File: src/rtl/mem_request_arbiter_pkg.sv
// ============================================================================
// Module      : mem_request_arbiter_pkg
// Description : Shared types and constants for the memory request arbiter:
//               FSM state encoding, default port count and port indices.
//               Provides a fallback LSB_TYPE_WIDTH when params.v is absent.
// Revision    : 1.0 - initial release
// ============================================================================
`default_nettype none

`ifndef LSB_TYPE_WIDTH
`define LSB_TYPE_WIDTH 4
`endif

package mem_request_arbiter_pkg;

  // Arbiter FSM states
  typedef enum logic [1:0] {
    IDLE    = 2'd0,
    BUSY    = 2'd1,
    RELEASE = 2'd2
  } arb_state_e;

  localparam int NUM_REQ_DFLT = 3;

  // Requester port assignment; lower index means higher priority
  localparam int PORT_LSB    = 0;
  localparam int PORT_IFETCH = 1;
  localparam int PORT_AUX    = 2;

endpackage : mem_request_arbiter_pkg

`default_nettype wire

File: src/rtl/mem_arb_pick.sv
// ============================================================================
// Module      : mem_arb_pick
// Description : Combinational winner selection. Starved requesters override
//               the fixed priority order; within either group the lowest
//               index wins. Produces a one-hot winner, its index and a
//               valid flag.
// Revision    : 1.0 - initial release
// ============================================================================
`default_nettype none

module mem_arb_pick
  import mem_request_arbiter_pkg::*;
#(
  parameter  int NUM_REQ = NUM_REQ_DFLT,
  localparam int IDX_W   = (NUM_REQ > 1) ? $clog2(NUM_REQ) : 1
) (
  input  logic [NUM_REQ-1:0] req,
  input  logic [NUM_REQ-1:0] starved,
  output logic [NUM_REQ-1:0] winner_onehot,
  output logic [IDX_W-1:0]   winner_idx,
  output logic               winner_valid
);

  logic [NUM_REQ-1:0] cand;

  // Lowest-index candidate wins; starved requesters form the candidate set when any exist
  always_comb begin
    cand          = ((starved & req) != '0) ? (starved & req) : req;
    winner_onehot = '0;
    winner_idx    = '0;
    winner_valid  = (cand != '0);
    for (int i = NUM_REQ - 1; i >= 0; i--) begin
      if (cand[i]) begin
        winner_onehot    = '0;
        winner_onehot[i] = 1'b1;
        winner_idx       = IDX_W'(i);
      end
    end
  end

endmodule : mem_arb_pick

`default_nettype wire

File: src/rtl/mem_request_arbiter.sv
// ============================================================================
// Module      : mem_request_arbiter
// Description : Shares one byte-serial memory controller between NUM_REQ
//               requesters. Registers the winning request downstream, holds
//               it until mem_rdy, then spends one RELEASE cycle before the
//               next arbitration. Completion is routed back combinationally.
//               Optional starvation guard: define MEM_ARB_STARVE_GUARD_EN.
// Revision    : 1.0 - initial release
// ============================================================================
`default_nettype none

`ifndef LSB_TYPE_WIDTH
`define LSB_TYPE_WIDTH 4
`endif

module mem_request_arbiter
  import mem_request_arbiter_pkg::*;
#(
  parameter  int NUM_REQ      = NUM_REQ_DFLT,
  parameter  int STARVE_LIMIT = 15,
  parameter  int CNT_WIDTH    = 4,
  localparam int IDX_W        = (NUM_REQ > 1) ? $clog2(NUM_REQ) : 1,
  localparam int TW           = `LSB_TYPE_WIDTH
) (
  input  logic                  clk_in,
  input  logic                  rst_in,
  input  logic                  rdy_in,
  input  logic                  flush,
  input  logic [NUM_REQ-1:0]    req_en,
  input  logic [NUM_REQ*32-1:0] req_addr,
  input  logic [NUM_REQ*TW-1:0] req_type,
  input  logic [NUM_REQ*32-1:0] req_wdata,
  output logic [NUM_REQ-1:0]    req_rdy,
  output logic [31:0]           req_rdata,
  output logic                  mem_en,
  output logic [31:0]           mem_addr,
  output logic [TW-1:0]         mem_type,
  output logic [31:0]           mem_wdata,
  input  logic                  mem_rdy,
  input  logic [31:0]           mem_rdata,
  output logic [IDX_W-1:0]      grant_id
);

  arb_state_e         state_q, state_d;
  logic               mem_en_q, mem_en_d;
  logic [31:0]        mem_addr_q, mem_addr_d;
  logic [TW-1:0]      mem_type_q, mem_type_d;
  logic [31:0]        mem_wdata_q, mem_wdata_d;
  logic [IDX_W-1:0]   grant_id_q, grant_id_d;

  logic [NUM_REQ-1:0] starved;
  logic [NUM_REQ-1:0] pick_onehot;
  logic [IDX_W-1:0]   pick_idx;
  logic               pick_valid;
  logic [31:0]        sel_addr, sel_wdata;
  logic [TW-1:0]      sel_type;

  // A flush only takes effect on an unstalled cycle; it returns everything to reset values
  logic clear_state;
  assign clear_state = rst_in || (flush && rdy_in);

  mem_arb_pick #(
    .NUM_REQ (NUM_REQ)
  ) u_pick (
    .req           (req_en),
    .starved       (starved),
    .winner_onehot (pick_onehot),
    .winner_idx    (pick_idx),
    .winner_valid  (pick_valid)
  );

`ifdef MEM_ARB_STARVE_GUARD_EN
  localparam logic [CNT_WIDTH-1:0] c_limit = CNT_WIDTH'(STARVE_LIMIT);

  logic [CNT_WIDTH-1:0] cnt_q [NUM_REQ];
  logic [CNT_WIDTH-1:0] cnt_d [NUM_REQ];

  // A port is starved only while it is still requesting and its counter has saturated
  always_comb begin
    for (int i = 0; i < NUM_REQ; i++) begin
      starved[i] = req_en[i] && (cnt_q[i] == c_limit);
    end
  end

  // Wait counters: clear when idle-requester or granted, otherwise count up to the limit
  always_comb begin
    for (int i = 0; i < NUM_REQ; i++) begin
      cnt_d[i] = cnt_q[i];
      if (rdy_in) begin
        if (!req_en[i]) begin
          cnt_d[i] = '0;
        end else if ((state_q == IDLE && pick_onehot[i]) ||
                     (state_q == BUSY && grant_id_q == IDX_W'(i))) begin
          cnt_d[i] = '0;
        end else if (cnt_q[i] != c_limit) begin
          cnt_d[i] = cnt_q[i] + 1'b1;
        end
      end
    end
  end

  // Counter registers
  always_ff @(posedge clk_in) begin
    if (clear_state) begin
      for (int i = 0; i < NUM_REQ; i++) cnt_q[i] <= '0;
    end else begin
      cnt_q <= cnt_d;
    end
  end
`else
  assign starved = '0;

  // Sizing parameters only matter to the starvation counters
  logic unused_cfg;
  assign unused_cfg = ^{32'(STARVE_LIMIT), 32'(CNT_WIDTH)};
`endif

  // Route the winning port's request fields toward the downstream registers
  always_comb begin
    sel_addr  = '0;
    sel_type  = '0;
    sel_wdata = '0;
    for (int i = 0; i < NUM_REQ; i++) begin
      if (pick_onehot[i]) begin
        sel_addr  = req_addr[32*i +: 32];
        sel_type  = req_type[TW*i +: TW];
        sel_wdata = req_wdata[32*i +: 32];
      end
    end
  end

  // FSM next state: arbitrate in IDLE, hold in BUSY until mem_rdy, one dead RELEASE cycle
  always_comb begin
    state_d     = state_q;
    mem_en_d    = mem_en_q;
    mem_addr_d  = mem_addr_q;
    mem_type_d  = mem_type_q;
    mem_wdata_d = mem_wdata_q;
    grant_id_d  = grant_id_q;
    if (rdy_in) begin
      case (state_q)
        IDLE: begin
          if (pick_valid) begin
            state_d     = BUSY;
            mem_en_d    = 1'b1;
            mem_addr_d  = sel_addr;
            mem_type_d  = sel_type;
            mem_wdata_d = sel_wdata;
            grant_id_d  = pick_idx;
          end
        end
        BUSY: begin
          if (mem_rdy) begin
            mem_en_d = 1'b0;
            state_d  = RELEASE;
          end
        end
        RELEASE: state_d = IDLE;
        default: state_d = IDLE;
      endcase
    end
  end

  // FSM and downstream request registers
  always_ff @(posedge clk_in) begin
    if (clear_state) begin
      state_q     <= IDLE;
      mem_en_q    <= 1'b0;
      mem_addr_q  <= '0;
      mem_type_q  <= '0;
      mem_wdata_q <= '0;
      grant_id_q  <= '0;
    end else begin
      state_q     <= state_d;
      mem_en_q    <= mem_en_d;
      mem_addr_q  <= mem_addr_d;
      mem_type_q  <= mem_type_d;
      mem_wdata_q <= mem_wdata_d;
      grant_id_q  <= grant_id_d;
    end
  end

  // Completion pulse to the granted port; suppressed when the cycle is stalled or flushed
  // so a pulse is only ever reported for a transaction the FSM actually retires
  always_comb begin
    for (int i = 0; i < NUM_REQ; i++) begin
      req_rdy[i] = mem_rdy && rdy_in && !flush &&
                   (state_q == BUSY) && (grant_id_q == IDX_W'(i));
    end
  end

  assign req_rdata = mem_rdata;
  assign mem_en    = mem_en_q;
  assign mem_addr  = mem_addr_q;
  assign mem_type  = mem_type_q;
  assign mem_wdata = mem_wdata_q;
  assign grant_id  = grant_id_q;

endmodule : mem_request_arbiter

`default_nettype wire

File: config.mk
export PLATFORM = sky130hd
export DESIGN_NAME = mem_request_arbiter
export DESIGN_NICKNAME = d
export VERILOG_FILES = /design/src/rtl/mem_request_arbiter_pkg.sv /design/src/rtl/mem_arb_pick.sv /design/src/rtl/mem_request_arbiter.sv
export SDC_FILE = /design/constraint.sdc
export NUM_CORES = 1
export LEC_CHECK = 0
export BUFFER_PORTS_ARGS = -buffer_cell sky130_fd_sc_hd__buf_2
export CAP_MARGIN = 20
export CORE_AREA = 2 2 137 139
export CTS_BUF_LIST = sky130_fd_sc_hd__clkbuf_4 sky130_fd_sc_hd__clkbuf_8
export DETAILED_ROUTE_END_ITERATION = 16
export DIE_AREA = 0 0 139 141
export GPL_TIMING_DRIVEN = 1
export PLACE_DENSITY_LB_ADDON = 0.1
export SYNTH_ARGS = -nofsm -noshare
export SYNTH_HDL_FRONTEND = slang
export SYNTH_SLANG_ARGS = --single-unit
File: constraint.sdc
create_clock -name clk_in -period 2.8 [get_ports clk_in]
set_clock_uncertainty 0.2 [all_clocks]
set_input_delay 0.14 -clock clk_in [delete_from_list [all_inputs] [get_ports clk_in]]
set_output_delay 0.14 -clock clk_in [all_outputs]
set_load 0.05 [all_outputs]
# Word-level counts from Yosys, hierarchy flattened
# Cells that the tools add are included.
dict set report classes {
  n_addsub 0
  multipliers 0
  n_div 0
  magnitude_cmp 0
  n_eq_ne 5
  n_shift 0
  n_mux 21
  bitwise_logic 0
  n_reduce_logical 16
}
# op count
set op_table {}
lappend op_table {{32-bit two-way mux} 6}
lappend op_table {{4-bit two-way mux} 3}
lappend op_table {{2-bit two-way mux} 5}
lappend op_table {{3-bit two-way mux} 3}
lappend op_table {{1-bit logical AND} 7}
lappend op_table {{3-bit AND reduction} 2}
lappend op_table {{2-bit by 1-bit == test with 1-bit output (second input constant)} 2}
lappend op_table {{2-bit zero test} 2}
lappend op_table {{2-bit inequality test (second input constant)} 2}
lappend op_table {{2-bit one-hot mux with 2 select lines} 1}
lappend op_table {{4-bit AND reduction} 1}
lappend op_table {{3-bit nonzero test} 1}
lappend op_table {{2-bit == test (second input constant)} 1}
lappend op_table {{1-bit two-way mux} 2}
lappend op_table {{1-bit one-hot mux with 2 select lines} 1}
lappend op_table {{2-bit nonzero test} 1}
lappend op_table {{1-bit zero test} 1}
lappend op_table {{1-bit logical OR} 1}
dict set report totals {
  ff_bits 73
  latchBits 0
  ram_bits 0
  mem_bits_ro 0
  in_bits 244
  out_inout_bits 106
  elab_cells 48
  memories 0
}

# Depth between registers and ports, before layout
dict set report logic_depth {
  ltp_word 6
  depth_mapped 7
  ltp_nobuf 3
}

# Modules after synthesis
# A second synthesis with hierarchy kept.
dict set report unflattened {
  cells_unflattened 607
  area_unflattened_um2 4619.4
}
# module n_inst cells_per_inst area_each_um2 seq_area_each_um2
set modules_own_cells {}
lappend modules_own_cells {mem_request_arbiter 1 595 4531.8 1461.4}
lappend modules_own_cells {mem_arb_pick 1 12 87.6 0.0}

# Worst setup path after synthesis
# No wires, ideal clock.
dict set report synth_path {
  kind {reg-to-output}
  start {register grant_id_q[1], in the netlist grant_id[1]}
  end {output req_rdy[2]}
  arrival_time_ns 2.333
  required_time_ns 2.460
  slack_ns 0.127
  stages_incl_launch_ff 2
  cell_sequence {dfxtp_1 nor4b_1}
}
dict set report synth_between {
  elab_chain_len 2
}
# element line
set synth_lines {}
lappend synth_lines {{start, declared} mem_request_arbiter.sv:49} ;# logic [IDX_W-1:0] grant_id_q, grant_id_d;
lappend synth_lines {{start signal, assigned} mem_request_arbiter.sv:179} ;# grant_id_q <= grant_id_d;
lappend synth_lines {{2-bit == test} mem_request_arbiter.sv:188} ;# (state_q == BUSY) && (grant_id_q == IDX_W'(i));
lappend synth_lines {{1-bit logical AND} mem_request_arbiter.sv:188}
lappend synth_lines {{end, declared} mem_request_arbiter.sv:33} ;# output logic [NUM_REQ-1:0] req_rdy,
# No other way between the ends.

# Worst setup path after layout
dict set report layout_path {
  start {input rdy_in}
  end {register mem_type_q[0], in the netlist mem_type[0]}
}
dict set report layout_between {
  elab_chain_len 2
  elab_cells_between_ends 3
  classes_between {3 x reduce/logical}
}
# element line
set layout_lines {}
lappend layout_lines {{start, declared} mem_request_arbiter.sv:27} ;# input logic rdy_in,
lappend layout_lines {{1-bit logical AND} mem_request_arbiter.sv:60} ;# assign clear_state = rst_in || (flush && rdy_in);
lappend layout_lines {{1-bit logical OR} mem_request_arbiter.sv:60}
lappend layout_lines {{end signal, assigned} mem_request_arbiter.sv:177} ;# mem_type_q <= mem_type_d;
lappend layout_lines {{end, declared} mem_request_arbiter.sv:47} ;# logic [TW-1:0] mem_type_q, mem_type_d;
# Several ways; a longest one is shown, not always the timed one.
# A chain may end at the register's enable or synchronous reset.

==> results.json <==
{
  "synthAdderAreaFrac": 0,
  "synthMuxAreaShare": 0,
  "path_clk_slew_ns": 0.08,
  "routabilityCongestion": 0.803,
  "final_cells": 1177,
  "dp_hpwl_mm": 11.9,
  "synth_compound_area_frac": 0.334,
  "worstPathMaxFanout": 34,
  "fin_nets": 1182,
  "place_ws_ns": 0.721,
  "hold_class": "in2reg",
  "core_area_um2": 18300,
  "synthSimpleGateAreaFrac": 0.187,
  "worstSetupPathType": "in2reg",
  "cts_buffers": 9,
  "cp.arrival_ns": 2.76,
  "status": "completed",
  "placement.io_buffers": 285,
  "post_cts_buffers": 0,
  "worst-slew-pin-transition_ns": 0.780,
  "power_density_nw_per_um2": 429,
  "drtPass1Iterations": 4,
  "period_minus_slack_ns": 2.67,
  "hold_viol": 0,
  "vias": 5558,
  "fmax_mhz": 375,
  "layout-drive-gt1-share": 0.355,
  "antenna_found_initial": 0,
  "setup_slack_ns": 0.133,
  "slew_violations": 0,
  "syn_nets": 843,
  "required_ns": 2.90,
  "final_common_cell": "buf_2",
  "ant_nets": 0,
  "rr_endpoint": "mem_type[0]$_SDFFE_PP0P_",
  "r2r_slack_ns": 0.28,
  "min_to": "mem_wdata[8]$_SDFFE_PP0P_",
  "viasPerCell": 4.72,
  "synthCells": 599,
  "root_buffer": "clkbuf_8",
  "synth-seq-cells": 73,
  "post-route-util": 0.408,
  "wirelength_mm": 17.0,
  "drc": 0,
  "clkLatencyLatePin_ns": 0.35,
  "fillerInstances": 1923,
  "start_util": 0.253,
  "diodes": 0,
  "layout_common_cells": "283 x buf_2, 125 x dlygate4sd3_1, 73 x a21oi_1, 73 x dfxtp_1, 70 x nand2_1",
  "grt_max_degree": 139,
  "leakage_nw": 3.61,
  "ctsLongestPathBuffers": 2,
  "dpl.cell_count": 1036,
  "holdPathStages": 4,
  "reg2reg_depth": 5,
  "rsz0062_at_grt": "false",
  "yosysUniqueCellTypes": 24,
  "grt_usage": 0.166,
  "synth-xor-area-share": 0,
  "wl_per_cell_um": 14.5,
  "startpoint_type": "primary input",
  "vdd_drop_max_mv": 0.241,
  "grt_pass1_wl_mm": 26.8,
  "setup_viol": 0,
  "area_delta_synth_final_pct": 61.5,
  "htreeDepth": 3,
  "drtIter0Drc": 185,
  "fin_setup_tns_ns": 0,
  "grt-ovfl-total": 0,
  "synth.yosys.seq_area_share": 0.317,
  "period_share": 0.952,
  "hold_start": "req_wdata[72]",
  "synth_area_per_cell_um2": 7.70,
  "placementRows": 50,
  "syn_area_um2": 4610,
  "drv_cap": 0,
  "hold-worst-slack_ns": 0.0165,
  "cts_sinks": 73,
  "ios": 350,
  "chipHeight_um": 141,
  "reg2reg_from": "state_q[0]$_SDFFE_PP0P_",
  "crit_path_end_kind": "register",
  "die_w_um": 139,
  "relSlewSlack": 0.480,
  "cts_tree": "yes",
  "grt_pass1_vias": 5362,
  "yosys_warnings": 0,
  "synth_top_family_by_area": "compound AO/OA/AOI/OAI gates",
  "dieArea_um2": 19600
}
-- metal layers --
metal  vias to the layer above  global-route usage  share of wire
met5                         -                   0              0
met4                         0              0.0771          0.031
met3                        37              0.0367          0.059
met2                       206               0.288           0.49
met1                      2555               0.198           0.42
li1                       2760                   -              -
-- critical path, stage by stage --
cell	delay (ns)
dlygate4sd3_1	0.53
buf_2	0.18
or3b_4	0.43
or3_2	0.49
buf_6	0.23
o22ai_1	0.19
dlygate4sd3_1	0.56
-- repair_timing --
item / 4_1_cts / 5_1_grt
resized for setup: 0 / 2
setup endpoints to repair: 0 / 1
hold buffers: 125 / 0
endpoints found under the hold margin: 71 / 0
-- worst max path at each step --
stage	slack, ns	end	start
floorplan	0.13	req_rdy[2]	grant_id[1]$_SDFFE_PP0P_
global placement	0.77	mem_wdata[5]$_SDFFE_PP0P_	state_q[0]$_SDFFE_PP0P_
detailed placement	0.72	mem_addr[3]$_SDFFE_PP0P_	state_q[0]$_SDFFE_PP0P_
CTS	0.07	mem_type[0]$_SDFFE_PP0P_	rdy_in
global route	0.04	mem_type[0]$_SDFFE_PP0P_	rdy_in
finish	0.13	mem_type[0]$_SDFFE_PP0P_	rdy_in
-- registers in the layout, indices dropped and copies added, names as in the netlist --
signal     cells
mem_addr      32
mem_wdata     32
mem_type       4
grant_id       2
state_q        2
mem_en         1
-- where the power goes --
group          leakage, nW  switching [mW]  internal, mW
sequential           0.596          0.0338          1.10
clock                0.126           0.404         0.612
combinational         2.88           0.570         0.475
total                 3.61            1.01          2.19
-- cell families after synthesis --
kind of cell / count (synthesis)
compound gates: 214
flops: 73
simple gates: 152
buf+inv: 160
-- final cells by class --
| type | instances | area, µm² | share of cell area |
|---|---|---|---|
| repair buffers | 420 | 2770 | 0.372 |
| well taps | 234 | 293 | 0.0393 |
| clock buffers | 10 | 138 | 0.0185 |
| multi-input cells | 366 | 2430 | 0.326 |
| flip-flops and latches | 73 | 1460 | 0.196 |
| clock inverters | 6 | 105 | 0.0141 |
| inverters | 68 | 255 | 0.0343 |
-- Yosys cell counts, drive strengths merged --
library cell / n / share of area
nand3b: 69 / 0.11
a22o: 68 / 0.13
nor4b: 2 / 0.0038
nand2: 70 / 0.057
or3b: 1 / 0.0019
nor4: 1 / 0.0014
nand2b: 2 / 0.0027
nor2: 3 / 0.0024
o21ai: 3 / 0.0033
inv: 68 / 0.055
clkbuf: 50 / 0.041
o22ai: 68 / 0.12
buf: 42 / 0.066
dfxtp: 73 / 0.32
a21o: 1 / 0.0016
nor3b: 1 / 0.0016
or3: 1 / 0.0014
nand4b: 1 / 0.0019
a21oi: 74 / 0.080
nor3: 1 / 0.0011
-- stage by stage --
stage / power (mW) / instance area [µm²]
3_5_place_dp: 2.03 / 5950
5_1_grt: 3.38 / 7450
6_report: 3.20 / 7450
3_3_place_gp: 2.02 / 5950
4_1_cts: 3.25 / 7450
2_1_floorplan: 1.85 / 4610
No activity file was read; power rests on OpenSTA's default activity.
